===== src/rtl/multi_channel_frequency_generator.sv =====
// Multi-channel carrier generator: each channel divides sys_clk into a 50% duty clock
// with boundary strobes, and runs either free (enable level) or as a counted burst.
module multi_channel_frequency_generator #(
    parameter int CHANNELS    = 4,
    parameter int WIDTH       = 16,
    parameter int BURST_WIDTH = 8
) (
    input  logic                            sys_clk,
    input  logic                            reset,
    input  logic [CHANNELS-1:0]             enable,
    input  logic [CHANNELS-1:0]             start,
    input  logic [CHANNELS-1:0]             mode,
    input  logic [CHANNELS*WIDTH-1:0]       half_period,
    input  logic [CHANNELS*BURST_WIDTH-1:0] burst_len,
    output logic [CHANNELS-1:0]             out_clk,
    output logic [CHANNELS-1:0]             out_pulse,
    output logic [CHANNELS-1:0]             busy,
    output logic [CHANNELS-1:0]             done
);

    typedef enum logic [1:0] {
        IDLE  = 2'd0,
        RUN   = 2'd1,
        DRAIN = 2'd2
    } state_e;

    for (genvar ch = 0; ch < CHANNELS; ch++) begin : gChan
        state_e                 state_q, state_d;
        logic [WIDTH-1:0]       count_q, count_d;
        logic [WIDTH-1:0]       shadowH_q, shadowH_d;
        logic [BURST_WIDTH-1:0] burstCnt_q, burstCnt_d;
        logic                   burstMode_q, burstMode_d;
        logic                   zeroPend_q, zeroPend_d;
        logic                   outClk_q, outClk_d;
        logic                   outPulse_q, outPulse_d;
        logic                   busy_q, busy_d;
        logic                   done_q, done_d;

        logic [WIDTH-1:0]       halfPeriod;
        logic [BURST_WIDTH-1:0] burstLen;
        logic                   terminal;
        logic                   freeRunStop;

        assign halfPeriod  = half_period[ch*WIDTH +: WIDTH];
        assign burstLen    = burst_len[ch*BURST_WIDTH +: BURST_WIDTH];
        assign terminal    = (count_q == shadowH_q);
        assign freeRunStop = (state_q == RUN) && !burstMode_q && !enable[ch];

        // A zero-length burst never leaves IDLE; zeroPend only delays its done strobe by one edge.
        always_comb begin
            state_d     = state_q;
            count_d     = count_q;
            shadowH_d   = shadowH_q;
            burstCnt_d  = burstCnt_q;
            burstMode_d = burstMode_q;
            zeroPend_d  = 1'b0;
            outClk_d    = outClk_q;
            outPulse_d  = 1'b0;
            done_d      = 1'b0;

            case (state_q)
                IDLE: begin
                    if (zeroPend_q) begin
                        done_d = 1'b1;
                    end else if (!mode[ch] && enable[ch]) begin
                        state_d     = RUN;
                        count_d     = '0;
                        shadowH_d   = halfPeriod;
                        burstMode_d = 1'b0;
                        burstCnt_d  = burstLen;
                    end else if (mode[ch] && start[ch]) begin
                        count_d     = '0;
                        shadowH_d   = halfPeriod;
                        burstMode_d = 1'b1;
                        burstCnt_d  = burstLen;
                        if (burstLen == '0) begin
                            zeroPend_d = 1'b1;
                        end else begin
                            state_d = RUN;
                        end
                    end
                end

                RUN, DRAIN: begin
                    if (freeRunStop && !outClk_q) begin
                        state_d = IDLE;
                        count_d = '0;
                    end else begin
                        if (freeRunStop) begin
                            state_d = DRAIN;
                        end
                        if (terminal) begin
                            count_d    = '0;
                            outClk_d   = !outClk_q;
                            outPulse_d = 1'b1;
                            shadowH_d  = halfPeriod;
                            if (!outClk_q) begin
                                if (burstMode_q && (burstCnt_q != '0)) begin
                                    burstCnt_d = burstCnt_q - 1'b1;
                                end
                            end else if (freeRunStop || (state_q == DRAIN) ||
                                         (burstMode_q && (burstCnt_q == '0))) begin
                                state_d = IDLE;
                                done_d  = burstMode_q;
                            end
                        end else begin
                            count_d = count_q + 1'b1;
                        end
                    end
                end

                default: begin
                    state_d = IDLE;
                    count_d = '0;
                end
            endcase

            busy_d = (state_d != IDLE);
        end

        always_ff @(posedge sys_clk or negedge reset) begin
            if (!reset) begin
                state_q     <= IDLE;
                count_q     <= '0;
                shadowH_q   <= '0;
                burstCnt_q  <= '0;
                burstMode_q <= 1'b0;
                zeroPend_q  <= 1'b0;
                outClk_q    <= 1'b0;
                outPulse_q  <= 1'b0;
                busy_q      <= 1'b0;
                done_q      <= 1'b0;
            end else begin
                state_q     <= state_d;
                count_q     <= count_d;
                shadowH_q   <= shadowH_d;
                burstCnt_q  <= burstCnt_d;
                burstMode_q <= burstMode_d;
                zeroPend_q  <= zeroPend_d;
                outClk_q    <= outClk_d;
                outPulse_q  <= outPulse_d;
                busy_q      <= busy_d;
                done_q      <= done_d;
            end
        end

        assign out_clk[ch]   = outClk_q;
        assign out_pulse[ch] = outPulse_q;
        assign busy[ch]      = busy_q;
        assign done[ch]      = done_q;
    end

endmodule


===== config.mk =====
export PLATFORM = sky130hd
export DESIGN_NAME = multi_channel_frequency_generator
export DESIGN_NICKNAME = d
export VERILOG_FILES = /design/src/rtl/multi_channel_frequency_generator.sv
export SDC_FILE = /design/constraint.sdc
export NUM_CORES = 1
export LEC_CHECK = 0
export ABC_AREA = 1
export BUFFER_PORTS_ARGS = -buffer_cell sky130_fd_sc_hd__buf_2
export CAP_MARGIN = 30
export CELL_PAD_IN_SITES_DETAIL_PLACEMENT = 1
export CELL_PAD_IN_SITES_GLOBAL_PLACEMENT = 1
export CORE_MARGIN = 3
export CORE_UTILIZATION = 43
export DETAILED_ROUTE_END_ITERATION = 12
export PLACE_DENSITY_LB_ADDON = 0.1
export SLEW_MARGIN = 5
export SYNTH_ARGS = -nofsm -noshare
export SYNTH_HDL_FRONTEND = slang
export SYNTH_SLANG_ARGS = --single-unit

===== constraint.sdc =====
create_clock -name sys_clk -period 2.5 [get_ports sys_clk]
set_input_delay 0.25 -clock sys_clk [delete_from_list [all_inputs] [get_ports sys_clk]]
set_output_delay 0.25 -clock sys_clk [all_outputs]
set_load 0.02 [all_outputs]

## After elaboration in Yosys (flattened, before gate mapping)

Cells that the tools add are included.

| operators by class | value |
|---|---|
| add/sub/neg operators | 8 |
| equality and inequality tests | 36 |
| multiplexer cells | 184 |
| bitwise operators | 8 |
| reductions and logical operators | 104 |

Operators with widths:

| kind | number |
|---|---|
| 16-bit 2-to-1 mux | 40 |
| 16-bit one-hot mux with 2 select lines | 8 |
| 8-bit 2-to-1 mux | 28 |
| 2-bit 2-to-1 mux | 36 |
| 16-bit by 1-bit adder with 16-bit output, second input constant | 4 |
| 16-bit equality test | 4 |
| 8-bit zero test | 8 |
| 8-bit one-hot mux with 2 select lines | 4 |
| 1-bit 2-to-1 mux | 60 |
| 2-bit inequality test, second input constant | 20 |
| 8-bit nonzero test | 4 |
| 8-bit by 1-bit subtractor with 8-bit output, second input constant | 4 |
| 1-bit logical AND | 28 |
| 7-bit AND reduction | 4 |
| 3-bit AND reduction | 8 |
| 2-bit nonzero test | 12 |
| 5-bit AND reduction | 4 |
| 1-bit zero test | 16 |
| 2-bit one-hot mux with 2 select lines | 4 |
| 3-bit inequality test, second input constant | 4 |
| 2-bit by 1-bit equality test with 1-bit output, second input constant | 4 |
| 2-bit equality test, second input constant | 4 |
| 2-bit zero test | 4 |
| 1-bit logical OR | 8 |
| other kinds (4) | 20 |

| word-level totals | value |
|---|---|
| flip-flop bits (word level) | 192 |
| input bits | 110 |
| output and inout bits | 16 |
| logic and storage cells | 380 |

## Logic depth before layout (Yosys ltp)

Gate-level depths: netlist of the first run.

| depth | value |
|---|---|
| depth in word-level cells | 11 |
| depth in mapped cells | 13 |
| mapped depth without buffers | 11 |

## Least setup slack after synthesis of the first run

OpenSTA, ideal clock, no wires.

| path | value |
|---|---|
| kind | register -> register |
| start point | register gChan[3].state_q[0] |
| end point | register gChan[3].shadowH_q[1] |
| library setup time | 116 ps |
| arrival time | 1762 ps |
| data required time | 2384 ps |
| setup slack | 622 ps |
| cell stages (with the launch flop) | 12 |
| cell sequence | dfrtp_1 > inv_1 > ha_1 > buf_2 > inv_2 > nor2_2 > inv_2 > a21oi_4 > nand2_2 > buf_2 > nand2_1 > nand2_1 |

| on the way | value |
|---|---|
| longest elaborated chain between the ends | 6 |
| elaborated cells between the ends (all ways) | 14 |

RTL lines:

| item | line | text |
|---|---|---|
| start: declaration | 28 | `state_e state_q, state_d;` |
| start signal: assignment | 134 | `state_q <= state_d;` |
| 2-bit by 1-bit equality test with 1-bit output | 47, 61 |  |
| 1-bit logical AND (2 in series) | 47 | `assign freeRunStop = (state_q == RUN) && !burstMode_q && !enable[ch];` |
| 1-bit logical AND | 85 | `if (freeRunStop && !outClk_q) begin` |
| 2-bit inequality test (no source line) | n/a |  |
| 5-bit AND reduction (no source line) | n/a |  |
| end signal: assignment | 136 | `shadowH_q <= shadowH_d;` |
| end: declaration | 30 | `logic [WIDTH-1:0] shadowH_q, shadowH_d;` |

Several ways; a longest one is shown, not always the timed one.
A chain may end at the register's enable or synchronous reset.

## Worst setup path in the final report of the first run

| path | value |
|---|---|
| start point | register gChan[0].state_q[1] |
| end point | register gChan[0].burstCnt_q[6] |

| on the way | value |
|---|---|
| longest elaborated chain between the ends | 6 |
| elaborated cells between the ends (all ways) | 16 |

RTL lines:

| item | line | text |
|---|---|---|
| start: declaration | 28 |  |
| start signal: assignment | 134 |  |
| 2-bit by 1-bit equality test with 1-bit output | 47, 61 |  |
| 1-bit logical AND (2 in series) | 47 |  |
| 1-bit logical AND | 85 |  |
| 2-bit inequality test (no source line) | n/a |  |
| 7-bit AND reduction (no source line) | n/a |  |
| end signal: assignment | 137 | `burstCnt_q <= burstCnt_d;` |
| end: declaration | 31 | `logic [BURST_WIDTH-1:0] burstCnt_q, burstCnt_d;` |

Several ways; a longest one is shown, not always the timed one.

==> flow_summary.yaml, run 1 <==
grt:
  grt_start_max_net_pins: 62
  overflow: 0
  grt_usage_pct: 22.5
  antenna_found_initial: 0
  grtUsageMet1_pct: 29.2
  grt_pass1_wl_um: 54300
  use_met3_pct: 2.73
  use_met2_pct: 40.2
  grt_busiest_layer: "met2"
  grt_pass1_vias: 11300
power_and_ir_drop:
  comb_power_share_pct: 51.9
  switching_share_pct: 48.8
  max-vdd-ir-drop_uv: 583
  power.density_nw_per_um2: 1260
  intPower_mw: 8.52
  seq_power_share_pct: 29.9
  clockPowerShare_pct: 18.2
  p_leak_nw: 7.06
  p_sw_mw: 8.11
setup_path:
  worstPathRequired_ns: 2.88
  critical_path_buf_inv_count: 3
  crit_path_max_fanout: 20
  cp.depth: 8
  path_common_cell: "nand2_1"
  crit_path_end_kind: "register"
  critical_path_arrival_ns: 2.53
  r2r_cells: 8
  cpMaxStageDelayCell: "dfrtp_1"
  path_cells: "inv_1 -> ha_1 -> inv_2 -> nand2_1 -> a21oi_4 -> buf_4 -> nand4_1 -> nand2_1"
  startpoint_type: "register"
  rr_endpoint: "gChan[0].burstCnt_q[6]"
  r2r-start: "gChan[0].state_q[1]"
  path_class: "register to register"
  crit_end: "gChan[0].burstCnt_q[6]"
  crit_path_start: "gChan[0].state_q[1]"
  slowest_delay_ns: 0.43
  ff2ff_setup_slack_ns: 0.35
  cpLargestDelayFamily: "buffers and inverters"
yosys:
  ys.flop_type: "dfrtp_1"
  netlist_area_um2: 11600
  synth.most_common_cell: "nand2_1"
  synth_nets: 1809
  netlist_instances: 1671
  synth_common_cells: "585 x nand2_1, 198 x inv_1, 192 x dfrtp_1"
  synth_top_area_share_pct: 41.3
  async_flop_share_pct: 100
  synth_enable_flop_cells: 0
  postSynthAreaPerCell_um2: 6.96
  synth_seq_cells: 192
  yosysWarnings: 0
  yosysTopAreaCell: "dfrtp_1"
  synth.distinct_cells: 35
  seq_area_frac_synth_pct: 41.3
  synth_area_leaders: "dfrtp_1 41%, nand2_1 19%, inv_1 6.4%"
detailed_routing:
  drt.antenna.violating_nets: 0
  vias: 10800
  wire_per_inst_um: 14.7
  wirelength_um: 31500
  via_per_inst: 5.06
  drc_errors: 0
  drt_iter0_markers: 437
  first_pass_iters: 4
cells_and_area:
  drive_gt1_share_pct: 13.5
  fin_nets: 1927
  area_growth_pct: 13.6
  utilization_pct: 50.2
  antennaDiodeCount: 0
min_path:
  holdPathStages: 3
  min-delay-start: "half_period[38]"
  hold_class: "primary input to register"
clock_tree:
  cts_buffers: 17
  cts_num_sinks: 192
  cts_buffer_depth: 2
  insertion_delay_ns: 0.44
  cts_root_buffer: "clkbuf_16"
  cts_tree: "built"
  h-tree-depth: 4
  path_clk_slew_ns: 0.08
outcome:
  run_status: "completed"
placed_design:
  dp_slack_ns: 0.314
  port_buffers: 125
  gp_congestion: 0.803
  dp_hpwl_um: 23600
timing:
  setup_viol: 0
  slew_headroom_pct: 63.6
  fin_setup_tns_ns: 0
  worstMarginPinSlew_ns: 0.546
  post-route-min-period_ns: 2.15
  clock-skew-final_ns: 0.0130
  hold_viol: 0
  finalCritPeriodShare_pct: 86.1
  fmax_mhz: 464
  rsz0062_at_grt: "false"
  setup_ws_ns: 0.347
  drv_slew: 0
flow_run:
  drv_cap: 0
floorplan:
  core-area_um2: 26400
  io_pins: 126
  die_y_um: 171
  die_x_um: 171
  row_count: 59
  dieArea_um2: 29100
  initial_core_util_pct: 44.2
kinds of logic (layout without fill, tap and decap cells):
kind of cell             after synthesis  after routing  synth area share, %
AND/OR/NAND/NOR                     1014           1014                 36.8
buffers and inverters                282            413                 10.3
flip-flops                           192            192                 41.3
AO/OA/AOI/OAI                        110            110                 5.16
XOR/XNOR                              45             45                 3.39
adder cells (fa/ha/maj)               28             28                 3.01
sequential cells by signal (all words and copies together) (netlist names):
register	count
gChan.count_q	64
gChan.shadowH_q	64
gChan.burstCnt_q	32
gChan.state_q	8
gChan.burstMode_q	4
gChan.busy_q	4
gChan.done_q	4
gChan.outClk_q	4
gChan.outPulse_q	4
gChan.zeroPend_q	4
cells in the final DEF, fill, tap and decap left out, types with 3 or more instances in the layout:
cell           Yosys  final
inv_1            198    197
a31oi_1            5      5
buf_4             23     17
bufinv_16          0      3
nor3_1            24     24
buf_12             0      3
xor2_1            43     43
nand4_1           46     46
nand2_2            8      8
inv_2             34     34
a21oi_1           24     24
o22ai_1            6      6
inv_6              0      4
nand3_2            4      4
o21ai_1           10     10
o21ai_0           61     61
inv_8              0      3
nand3_1          142    142
nand2_4            5      5
buf_2             14    124
nor2_1           180    180
dlygate4sd3_1      0      3
clkbuf_16          0     17
ha_1              28     28
nor2_2             6      6
nand2_1          585    585
clkinv_4           0      4
a21oi_4            3      3
nor4_1             4      4
dfrtp_1          192    192
through the flow:
| stage | hold slack [ns] | instance area, µm² | total power [mW] | cells |
|---|---|---|---|---|
| 2_1_floorplan | -0.0456 | 11600 | 11.4 | 1671 |
| 3_3_place_gp | 0.287 | 12600 | 13.3 | 2102 |
| 3_5_place_dp | 0.287 | 12600 | 13.7 | 2102 |
| 4_1_cts | 0.00239 | 13200 | 16.8 | 2137 |
| 5_1_grt | 0.00636 | 13200 | 18.3 | 2137 |
| 6_report | 0.0176 | 13200 | 16.6 | 2137 |
worst reg2reg max path, delay by kind of cell (launching register included):
family                   cells  cell delay [ns]
buffers and inverters        3             0.60
adder cells (fa/ha/maj)      1             0.38
flip-flops                   1             0.43
AO/OA/AOI/OAI                1             0.30
AND/OR/NAND/NOR              3             0.39
routing by layer:
layer	share of wire (%)	wire, µm	vias up
met1	47	14700	5244
met5	0	0	-
met2	50	15800	117
li1	-	-	5436
met4	1.0	325	0
met3	2.0	646	21
final cells by class:
| class | count | area (µm²) |
|---|---|---|
| clock buffer | 18 | 439 |
| clock inverter | 14 | 194 |
| fill | 3479 | 13100 |
| inverter | 233 | 878 |
| multi-input combinational | 1197 | 5630 |
| sequential | 192 | 4800 |
| tap | 335 | 419 |
| timing repair buffer | 148 | 852 |
power groups by stage:
| stage | clock network, mW | registers, mW | logic [mW] |
|---|---|---|---|
| after floorplan | 0 | 4.75 | 6.64 |
| after global placement | 0 | 5.00 | 8.25 |
| after detailed placement | 0 | 5.03 | 8.63 |
| after CTS | 3.10 | 4.98 | 8.72 |
| after global routing | 3.22 | 5.12 | 10.0 |
| final | 3.03 | 4.98 | 8.62 |
how the worst min path moves through the flow:
stage,end
2_1_floorplan,gChan[0].burstCnt_q[0]
3_3_place_gp,gChan[3].burstCnt_q[3]
3_5_place_dp,gChan[3].burstCnt_q[3]
6_report,gChan[2].shadowH_q[6]
4_1_cts,gChan[2].shadowH_q[2]
5_1_grt,gChan[2].shadowH_q[5]
repair_timing:
item	4_1_cts	5_1_grt
setup buffers	0	0
hold buffers	3	0
resized for setup	0	1
hold endpoints to repair	58	0
endpoints found under the setup margin	0	1
No activity file was read; power rests on OpenSTA's default activity.
==> run 2: changes to the inputs <==
CORE_MARGIN = 8   (was 3)
==> flow_summary.yaml, run 2 (synthesis results as in run 1) <==
detailed_routing:
  drt.antenna.violating_nets: 0
  first_pass_iters: 4
  wire_per_inst_um: 14.5
  via_per_inst: 5.01
  wirelength_um: 31100
  drt_iter0_markers: 384
  drc_errors: 0
  vias: 10700
power_and_ir_drop:
  switching_share_pct: 49.4
  power_mw: 16.1
  max-vdd-ir-drop_uv: 641
  comb_power_share_pct: 52.3
  p_sw_mw: 7.98
  clockPowerShare_pct: 16.8
  p_leak_nw: 7.03
  power.density_nw_per_um2: 1230
  seq_power_share_pct: 30.9
  intPower_mw: 8.16
floorplan:
  io_pins: 126
  die_y_um: 181
  die_x_um: 181
  initial_core_util_pct: 43.4
  row_count: 60
  dieArea_um2: 32600
  core-area_um2: 26800
flow_run:
  drv_cap: 0
setup_path:
  ff2ff_setup_slack_ns: 0.35
  worstPathRequired_ns: 2.87
  critical_path_arrival_ns: 2.51
  r2r-start: "gChan[2].state_q[1]"
  path_cells: "inv_1 -> ha_1 -> nor2_1 -> nor3_1 -> nand3_2 -> nand2_2 -> buf_12 -> nand2_1 -> o21ai_1"
  cpMaxStageDelayCell: "ha_1"
  crit_path_max_fanout: 29
  slowest_delay_ns: 0.51
  cpLargestDelayFamily: "simple AND/OR/NAND/NOR gates"
  r2r_cells: 9
  path_class: "register to register"
  crit_path_end_kind: "register"
  critical_path_buf_inv_count: 2
  rr_endpoint: "gChan[2].shadowH_q[15]"
  startpoint_type: "register"
timing:
  hold_viol: 0
  holdWs_ns: 0.0202
  drv_slew: 0
  post-route-min-period_ns: 2.15
  fin_setup_tns_ns: 0
  finalCritPeriodShare_pct: 85.9
  clock-skew-final_ns: 0.0163
  fmax_mhz: 466
  rsz0062_at_grt: "false"
  worstMarginPinSlew_ns: 0.583
  setup_viol: 0
  slew_headroom_pct: 61.1
cells_and_area:
  utilization_pct: 49.1
  area_growth_pct: 13.0
  final_cell_area_um2: 13100
  final_cell_mix: "585 x nand2_1, 198 x inv_1, 192 x dfrtp_1"
  top_regs: "gChan.count_q: 64 flops, gChan.shadowH_q: 64 flops, gChan.burstCnt_q: 32 flops"
  drive_gt1_share_pct: 13.4
  antennaDiodeCount: 0
  fin_nets: 1925
  final_common_cell: "nand2_1"
clock_tree:
  ctsResizeCount: 0
  insertion_delay_ns: 0.44
  holdBufCountCts: 3
  cts_setup_buffers: 0
  cts_num_sinks: 192
  cts_tree: "built"
  cts_buffer_depth: 2
  path_clk_slew_ns: 0.07
  cts_buffers: 17
  cts_root_buffer: "clkbuf_16"
  h-tree-depth: 4
min_path:
  whs_endpoint: "gChan[2].shadowH_q[8]"
  holdPathStages: 3
  hold_class: "primary input to register"
  min-delay-start: "half_period[40]"
grt:
  overflow: 0
  grt_pass1_vias: 11400
  grt_usage_pct: 19.6
  grt_start_max_net_pins: 64
  grt_pass1_wl_um: 54500
  antenna_found_initial: 0
placed_design:
  gp_congestion: 0.823
  port_buffers: 125
  dpl_cell_area_um2: 12500
  dp_hpwl_um: 24000
outcome:
  run_status: "completed"
-- run 2: cell types whose count changed in the layout (fill, tap and decap cells not counted) --
cell,before,now
buf_4,17,15
bufinv_16,3,0
clkbuf_8,2,1
clkinv_2,0,3
clkinv_4,4,0
clkinv_8,0,3
clkinvlp_4,1,0
inv_1,197,198
inv_6,4,7
inv_8,3,2
-- run 2: routing by layer --
metal	vias up	GRT usage, %	share of wire [%]
li1	5437	-	-
met1	5151	25.0	47
met2	109	34.4	49
met3	24	2.96	2.1
met4	0	4.73	1.1
met5	-	0	0
-- run 2: worst max-delay path by stage --
stage                     slack (ns)                     end           startpoint  cells after the start
after floorplan                 0.62   gChan[3].shadowH_q[1]  gChan[3].state_q[0]                     11
after global placement          0.41   gChan[0].shadowH_q[6]  gChan[0].state_q[0]                      8
after detailed placement        0.32    gChan[2].count_q[13]  gChan[2].state_q[1]                     10
after CTS                       0.32  gChan[2].shadowH_q[15]  gChan[2].state_q[1]                      9
after global routing            0.02  gChan[2].shadowH_q[10]  gChan[2].state_q[1]                      9
final                           0.35  gChan[2].shadowH_q[15]  gChan[2].state_q[1]                      9
-- run 2: worst register-to-register path, delay by kind of cell (launching register included) --
family	cells	cell delay, ns
buffers and inverters	2	0.31
and+or+nand+nor	5	0.79
DFF	1	0.40
adders and majority gates	1	0.52
AOI/OAI and AO/OA	1	0.07
-- run 2: stage by stage --
step / setup WS, ns / instances
2_1_floorplan: 0.622 / 1671
3_3_place_gp: 0.412 / 2106
3_5_place_dp: 0.322 / 2106
4_1_cts: 0.318 / 2141
5_1_grt: 0.0219 / 2141
6_report: 0.352 / 2141
-- run 2: power groups by stage --
| stage | sequential (mW) | clock, mW | combinational [mW] |
|---|---|---|---|
| floorplan | 4.75 | 0 | 6.64 |
| global placement | 5.02 | 0 | 8.18 |
| detailed placement | 5.04 | 0 | 8.54 |
| CTS | 5.00 | 2.80 | 8.57 |
| global route | 5.14 | 2.91 | 9.81 |
| finish | 4.99 | 2.72 | 8.44 |
-- run 2: cell type report --
class / count / area [µm²]
clock buffers: 17 / 425
well taps: 341 / 427
clock inverters: 15 / 148
inverters: 233 / 875
multi-input cells: 1197 / 5630
repair buffers: 146 / 837
flip-flops and latches: 192 / 4800
fillers: 3562 / 13700
